**src/rtl/arith_pkg.sv**
```systemverilog
// Shared definitions for the ALU-side sequential arithmetic units
// (multiplier and divider): default width, FSM encoding, counter width.
package arith_pkg;

  localparam int DATA_WIDTH = 32;
  localparam int CNT_W      = $clog2(DATA_WIDTH);

  localparam logic [1:0] ST_IDLE = 2'd0;
  localparam logic [1:0] ST_CALC = 2'd1;
  localparam logic [1:0] ST_DONE = 2'd2;

  typedef enum logic [1:0] {
    IDLE = ST_IDLE,
    CALC = ST_CALC,
    DONE = ST_DONE
  } arith_state_e;

endpackage

```
**src/rtl/div_datapath.sv**
```systemverilog
// Restoring-division datapath: divisor/remainder/quotient registers and the
// one-bit shift/subtract/restore step. Exposes the post-step Q and R values.
module div_datapath
  import arith_pkg::*;
#(
  parameter int WIDTH = DATA_WIDTH
) (
  input  logic             clk,
  input  logic             reset,
  input  logic             load_i,
  input  logic             step_i,
  input  logic [WIDTH-1:0] dividend_i,
  input  logic [WIDTH-1:0] divisor_i,
  output logic [WIDTH-1:0] q_next_o,
  output logic [WIDTH-1:0] r_next_o
);

  logic [WIDTH-1:0] d_q, r_q, q_q;
  logic [WIDTH:0]   rs, t;

  // R never exceeds D-1 after a step, so its top bit is always zero and
  // only the low WIDTH bits are kept; the subtract itself is WIDTH+1 wide.
  always_comb begin
    rs       = {r_q, q_q[WIDTH-1]};
    t        = rs - {1'b0, d_q};
    q_next_o = {q_q[WIDTH-2:0], ~t[WIDTH]};
    r_next_o = t[WIDTH] ? rs[WIDTH-1:0] : t[WIDTH-1:0];
  end

  always_ff @(posedge clk) begin
    if (reset) begin
      d_q <= '0;
      r_q <= '0;
      q_q <= '0;
    end else if (load_i) begin
      d_q <= divisor_i;
      r_q <= '0;
      q_q <= dividend_i;
    end else if (step_i) begin
      r_q <= r_next_o;
      q_q <= q_next_o;
    end
  end

endmodule

```
**src/rtl/seq_divider.sv**
```systemverilog
// Unsigned sequential restoring divider, one quotient bit per clock, with the
// start/done handshake shared with the shift-add multiplier.
module seq_divider
  import arith_pkg::*;
#(
  parameter int WIDTH = DATA_WIDTH
) (
  input  logic             clk,
  input  logic             reset,
  input  logic             start,
  input  logic [WIDTH-1:0] dividend_in,
  input  logic [WIDTH-1:0] divisor_in,
  output logic             ready,
  output logic             done,
  output logic             div_by_zero,
  output logic [WIDTH-1:0] quotient_out,
  output logic [WIDTH-1:0] remainder_out
);

  localparam int CW = $clog2(WIDTH);
  localparam logic [CW-1:0] CNT_LAST = CW'(WIDTH - 1);

  arith_state_e     state_q, state_d;
  logic [CW-1:0]    cnt_q, cnt_d;
  logic [WIDTH-1:0] quot_q, rem_q;
  logic             dbz_q;
  logic             accept, step, last_step, div_zero;
  logic [WIDTH-1:0] q_next, r_next;

  div_datapath #(.WIDTH(WIDTH)) u_datapath (
    .clk        (clk),
    .reset      (reset),
    .load_i     (accept),
    .step_i     (step),
    .dividend_i (dividend_in),
    .divisor_i  (divisor_in),
    .q_next_o   (q_next),
    .r_next_o   (r_next)
  );

  always_comb begin
    state_d   = state_q;
    cnt_d     = cnt_q;
    ready     = (state_q == IDLE) || (state_q == DONE);
    done      = (state_q == DONE);
    accept    = start && ready;
    step      = (state_q == CALC);
    last_step = step && (cnt_q == CNT_LAST);
    div_zero  = (divisor_in == '0);
    case (state_q)
      IDLE, DONE: begin
        if (accept) begin
          cnt_d   = '0;
          state_d = div_zero ? DONE : CALC;
        end else begin
          state_d = IDLE;
        end
      end
      CALC: begin
        cnt_d = cnt_q + 1'b1;
        if (last_step) state_d = DONE;
      end
      default: state_d = IDLE;
    endcase
  end

  always_ff @(posedge clk) begin
    if (reset) begin
      state_q <= IDLE;
      cnt_q   <= '0;
      quot_q  <= '0;
      rem_q   <= '0;
      dbz_q   <= 1'b0;
    end else begin
      state_q <= state_d;
      cnt_q   <= cnt_d;
      // Divide-by-zero results are known at accept; normal ones at the last step.
      if (accept) begin
        dbz_q <= div_zero;
        if (div_zero) begin
          quot_q <= '1;
          rem_q  <= dividend_in;
        end
      end else if (last_step) begin
        quot_q <= q_next;
        rem_q  <= r_next;
        dbz_q  <= 1'b0;
      end
    end
  end

  assign div_by_zero   = dbz_q;
  assign quotient_out  = quot_q;
  assign remainder_out = rem_q;

endmodule

```
**config.mk**
```make
export PLATFORM = sky130hd
export DESIGN_NAME = seq_divider
export DESIGN_NICKNAME = d
export VERILOG_FILES = /design/src/rtl/arith_pkg.sv /design/src/rtl/div_datapath.sv /design/src/rtl/seq_divider.sv
export SDC_FILE = /design/constraint.sdc
export NUM_CORES = 1
export LEC_CHECK = 0
export ABC_AREA = 1
export CAP_MARGIN = 20
export CORE_UTILIZATION = 45
export DETAILED_ROUTE_END_ITERATION = 10
export PLACE_DENSITY_LB_ADDON = 0.1
export SLEW_MARGIN = 20
export SYNTH_ARGS = -nofsm -noshare
export SYNTH_HDL_FRONTEND = slang
export SYNTH_SLANG_ARGS = --single-unit
```
**constraint.sdc**
```tcl
create_clock -name clk -period 3.05 [get_ports clk]
set_input_delay 0.61 -clock clk [delete_from_list [all_inputs] [get_ports clk]]
set_output_delay 0.61 -clock clk [all_outputs]
set_load 0.02 [all_outputs]
```
== Word level (Yosys, flattened, before mapping) ==
Index checks and enable logic that the tools add are counted.

* Add/subtract/negate cells: 2
* Equality and inequality tests: 6
* Multiplexer cells: 17
* Bitwise operators: 1
* Reduce and logical (&&, ||, !) cells: 12

{| class="wikitable"
|+ Operators with widths
! kind !! count
|-
| $mux W32 || 9
|-
| $sub A33 B32 Y33 || 1
|-
| $logic_not A32 Y1 || 1
|-
| $pmux W5 S2 || 1
|-
| $mux W2 || 3
|-
| $reduce_bool A2 Y1 || 3
|-
| $add A5 B1 Y5 const B || 1
|-
| $eq A5 B5 Y1 const B || 1
|-
| $mux W5 || 1
|-
| $ne A2 B1 Y1 const B || 2
|-
| $pmux W2 S2 || 1
|-
| $reduce_and A2 Y1 || 2
|-
| $reduce_or A2 Y1 || 2
|-
| $eq A2 B1 Y1 const B || 1
|-
| $eq A2 B2 Y1 const B || 1
|-
| $logic_and A1 B1 Y1 || 2
|-
| $logic_not A2 Y1 || 1
|-
| $mux W1 || 2
|-
| $ne A2 B2 Y1 const B || 1
|-
| $logic_or A1 B1 Y1 || 1
|-
| $not A1 Y1 || 1
|}

* Flip-flop bits (word level): 168
* Bits of input ports: 67
* Output and inout bits: 67
* Word-level logic and storage cells: 46

== Depth between registers and ports, before layout ==
* Depth in word-level cells: 5
* Mapped depth: 20
* Mapped depth without buffers: 19

== Cells and area by module ==
Synthesis repeated with hierarchy kept, for this count alone.

* Cells, all modules: 1832
* Area, all modules: 11110.7 sq um

{| class="wikitable"
|+ By module, submodules not included
! module !! instances !! cells each !! area each (sq um) !! sequential area each (sq um)
|-
| div_datapath || 1 || 1235 || 7309.5 || 1921.8
|-
| seq_divider || 1 || 597 || 3801.1 || 1441.4
|}

== Worst setup path after synthesis ==
Ideal clock, no wire load.

* Kind: reg-to-reg
* Start point: reg u_datapath.q_q[31]
* End point: reg u_datapath.r_q[1]
* Library setup time: 109 ps
* Arrival: 2119 ps
* Data required time: 2941 ps
* Path slack: 822 ps
* Stages on the path, launching flop included: 21
* Path buffers: 1
* Clock period less this slack: 2228 ps
* Cells stage by stage: dfxtp_1 > inv_1 > ha_1 > fa_1 > inv_1 > nand2_1 > nand2_1 > nand3_1 > nand2_2 > nand2_1 > nand2_2 > nand2_2 > nand2_2 > nand2_2 > nand2_4 > buf_8 > nand2_1 > nand2_1 > nand2_1 > nand2_1 > inv_1

* Longest elaborated chain between the ends: 2

{| class="wikitable"
|+ Ends and longest elaborated chain
! what !! RTL line !! RTL
|-
| start, declared || div_datapath.sv:18 || <nowiki>logic [WIDTH-1:0] d_q, r_q, q_q;</nowiki>
|-
| start signal, assigned || div_datapath.sv:38 || <nowiki>q_q <= dividend_i;</nowiki>
|-
| start signal, assigned || div_datapath.sv:41 || <nowiki>q_q <= q_next_o;</nowiki>
|-
| $sub A33 B32 Y33 || div_datapath.sv:25 || <nowiki>t = rs - {1'b0, d_q};</nowiki>
|-
| $mux W32 || div_datapath.sv:27 || <nowiki>r_next_o = t[WIDTH] ? rs[WIDTH-1:0] : t[WIDTH-1:0];</nowiki>
|-
| end signal, assigned || div_datapath.sv:40 || <nowiki>r_q <= r_next_o;</nowiki>
|-
| end, declared || div_datapath.sv:18 ||
|}

No other way between the ends.
A chain may end at the register's enable or synchronous reset.

== Worst setup path after layout ==
* Start point: reg u_datapath.r_q[26]
* End point: reg rem_q[23], in the netlist remainder_out[23]

* Longest elaborated chain between the ends: 4

{| class="wikitable"
|+ Ends and longest elaborated chain
! what !! RTL line !! RTL
|-
| $sub A33 B32 Y33 || div_datapath.sv:25 ||
|-
| $mux W32 || div_datapath.sv:27 ||
|-
| $mux W32 || seq_divider.sv:84 || <nowiki>end else if (last_step) begin</nowiki>
|-
| $mux W32 || seq_divider.sv:78 || <nowiki>if (accept) begin</nowiki>
|-
| end signal, assigned || seq_divider.sv:82 || <nowiki>rem_q <= dividend_in;</nowiki>
|-
| end signal, assigned || seq_divider.sv:86 || <nowiki>rem_q <= r_next;</nowiki>
|-
| end, declared || seq_divider.sv:25 || <nowiki>logic [WIDTH-1:0] quot_q, rem_q;</nowiki>
|}

No other way between the ends. The select of a mux whose other input is x is not followed.

==> impl_metrics.ini <==
[timing]
tightest_slew_ns = 0.8667
relSlewSlack_pct = 42.22
timing.hold.ws_ns = 0.4601
maxClockFrequency_mhz = 380.6
report.final.setup_viol = 0
clock_skew_ns = 0.01120
max_slew_violation_count = 0
final_period_utilization_pct = 86.15
rsz0062_at_grt = no
timing_hold_violations_final = 0
finalWorstPathRequiredPeriod_ns = 2.628

[floorplanning]
floorplan.initialDensity_pct = 45.92
core_area_mm2 = 0.02182
chipWidth_um = 151.2
die_height_um = 151.2
design.portCount = 134
num_rows = 54
die_area_mm2 = 0.02287

[layout]
fillerInstances = 2197
final_cell_mix = sky130_fd_sc_hd__nand2_1, sky130_fd_sc_hd__inv_1, sky130_fd_sc_hd__dfxtp_1
diodes_inserted = 0
layout_commonest_cell = sky130_fd_sc_hd__nand2_1
post_route_cells_drive_above_1_share_pct = 6.092
finish.net_count = 1829
final_design_area_no_fill_mm2 = 0.01232
growth_of_design_area_from_synthesis_to_finish_pct = 22.92

[global_routing]
globalRoute.totalOverflow = 0
antenna_found_initial = 0
globalRouteTotalUtil_pct = 26.61
grt_pass1_wl_mm = 47.43
via_count_of_the_first_global_routing_pass = 9660
grt_start_max_net_pins = 81

[logic_synthesis]
synth_seq_area_share_pct = 33.56
synth.cell_area_mm2 = 0.01002
syn-num-nets = 1712
post_synth_inst_count = 1610
synth_adder_area_share_pct = 4.444
ys_seq_elements = 168
synth_largest_type_area_fraction_pct = 33.56
synth-compound-area-share_pct = 14.07
yosys-mux-area-fraction_pct = 0
syn_avg_cell_area_um2 = 6.225
top_area_cells_in_the_synthesized_netlist = sky130_fd_sc_hd__dfxtp_1, sky130_fd_sc_hd__nand2_1, sky130_fd_sc_hd__inv_1
largest_family_of_logic_cells_by_synthesized_area = simple AND/OR/NAND/NOR gates
synth_xor_xnor_area_share_pct = 1.311
ys_warn_count = 0
simple_gate_share_of_the_synthesized_area_pct = 32.35
yosysTopAreaCell = sky130_fd_sc_hd__dfxtp_1
synth_cell_type_count = 38

[routing]
detail_route.wirelength_mm = 29.44
violation_count_after_the_first_detailed_route_iteration = 706
drt_first_pass_iters = 5
vias_per_cell = 5.007
wire_per_inst_um = 14.57
ant_nets = 0
drc = 0
dr_total_vias = 10110

[setup_path]
crit_family = simple AND/OR/NAND/NOR gates
path_class = flop to flop
cp_slowest_cell = sky130_fd_sc_hd__ha_1
crit_chain = ha_1, a21oi_1, nand2_1, nand2_1, nand2_1, a21oi_1, nand3_1, nand2_4, buf_4, nand2_1, nand3_1, a21oi_1
critPathArrivalTime_ns = 2.91
timing.critical_path.to_type = flop
critical_path_peak_fanout = 10
crit_required_ns = 3.34
ff2ff_path_depth = 12
critical_path.max_stage_delay_ns = 0.40
worstSetupPathDepth = 12
critPathLaunchType = flop
critical_path.most_common_cell = sky130_fd_sc_hd__nand2_1
cp.buffers_inverters = 1

[worst_hold_path]
timing.hold.worst_path_depth = 2
hold_class = flop to flop

[power]
share_seq_of_total_power_pct = 35.9
internal_power_mw = 4.093
ir_drop_v = 0.0003731
power_leakage_nw = 6.098
total_switching_power_mw = 2.443
clkPwrFrac_pct = 33.6
pwr_density_cell_mw_per_mm2 = 530.6
power_frac_comb_pct = 30.5
switching_share_pct = 37.38

[placement]
place.port_buffers = 133
dp_hpwl_mm = 22.25
gpl.final_weighted_congestion = 0.9370
placed_cell_area_mm2 = 0.01172

[clocking]
tritoncts_clock_tree = built
cts_hold_buf = 0
htree_levels = 4
cts_max_path_buffers = 2
cts.sinks = 168
clock-root-buffer = sky130_fd_sc_hd__clkbuf_16
cts_repair_resize_count = 0
clkTransAtPathRegs_ns = 0.07
cts.repair_timing.setup_buffer_count = 0
worstSkewPairLatency_ns = 0.44
tritoncts.num_buffers = 17

[outcome]
outcome = finished, final reports clean

[run]
maxCapViolations = 0
kinds of logic (layout without fill, tap and decap cells):
kind of cell,Yosys count,count (layout)
AND/OR/NAND/NOR,760,760
AO/OA/AOI/OAI,265,265
adder cells (fa/ha/maj),35,35
flip-flops,168,168
XOR/XNOR,15,15
buffers and inverters,367,497
sequential cells by signal, summed over array words and instances, names as in the netlist:
name            count
quotient_out       32
remainder_out      32
u_datapath.d_q     32
u_datapath.q_q     32
u_datapath.r_q     32
cnt_q               5
state_q             2
div_by_zero         1
tightest hold or removal path: stages (launching register included):
cell and delay [ns]:
sky130_fd_sc_hd__dfxtp_1 0.30, sky130_fd_sc_hd__inv_1 0.06, sky130_fd_sc_hd__a21oi_1 0.06
final cells by class:
type,instances,area (um2),area share (%)
Multi-Input combinational cell,1075,5239,42.52
Tap cell,280,350.3,2.844
Timing Repair Buffer,166,1649,13.39
Clock buffer,17,425.4,3.453
Clock inverter,15,170.2,1.381
Sequential cell,168,3363,27.30
Inverter,299,1122,9.110
synthesized netlist by cell type, drive strengths merged:
library cell    n
ha             34
o211ai         23
clkinv          1
nand2         524
and3            1
a211oi          1
clkbuf         53
nor4            8
nand3b         33
nand3          79
nor3            5
dfxtp         168
xor2            3
a221oi          1
inv           298
a21o            1
nor2           95
and2            6
nand4           9
xnor2          12
o21ai          81
a31oi           2
fa              1
a21oi         153
buf            15
o21bai          3
worst paths after layout:
kind                            slack, ns                 end               start
worst max-delay path                 0.42   remainder_out[23]  u_datapath.r_q[26]
worst min-delay path                 0.46  u_datapath.d_q[13]  u_datapath.d_q[13]
worst max register to register       0.42   remainder_out[23]  u_datapath.r_q[26]
worst min register to register       0.46  u_datapath.d_q[13]  u_datapath.d_q[13]
layer usage:
metal	vias to the layer above	part of all wire [%]	wire length, um	track usage, %
met5	-	0	0	0
met4	0	2.6	771	9.500
met3	54	4.9	1433	3.735
met2	271	47	13740	44.75
met1	4553	46	13500	34.48
li1	5236	-	-	-
stage by stage:
| stage | setup slack [ns] | std cells | power (mW) | utilization (%) | setup TNS [ns] |
|---|---|---|---|---|---|
| final | 0.4225 | 2020 | 6.536 | 56.45 | 0 |
| after global routing | 0.2257 | 2020 | 6.916 | 56.45 | 0 |
| after CTS | 0.3762 | 2020 | 6.550 | 56.45 | 0 |
| after detailed placement | -0.06762 | 1988 | 4.358 | 53.72 | -1.837 |
| after global placement | -0.06258 | 1988 | 4.346 | 53.72 | -0.6649 |
| after floorplan | 0.8222 | 1610 | 3.800 | - | 0 |
power by group through the flow:
stage | Sequential, mW | Combinational [mW] | Clock [mW]
final | 2.34 | 2.00 | 2.20
after CTS | 2.34 | 1.98 | 2.23
after floorplan | 2.38 | 1.42 | 0
after detailed placement | 2.39 | 1.96 | 0
after global routing | 2.35 | 2.25 | 2.32
after global placement | 2.39 | 1.95 | 0
Note: power is estimated with default switching activity, not from simulation.
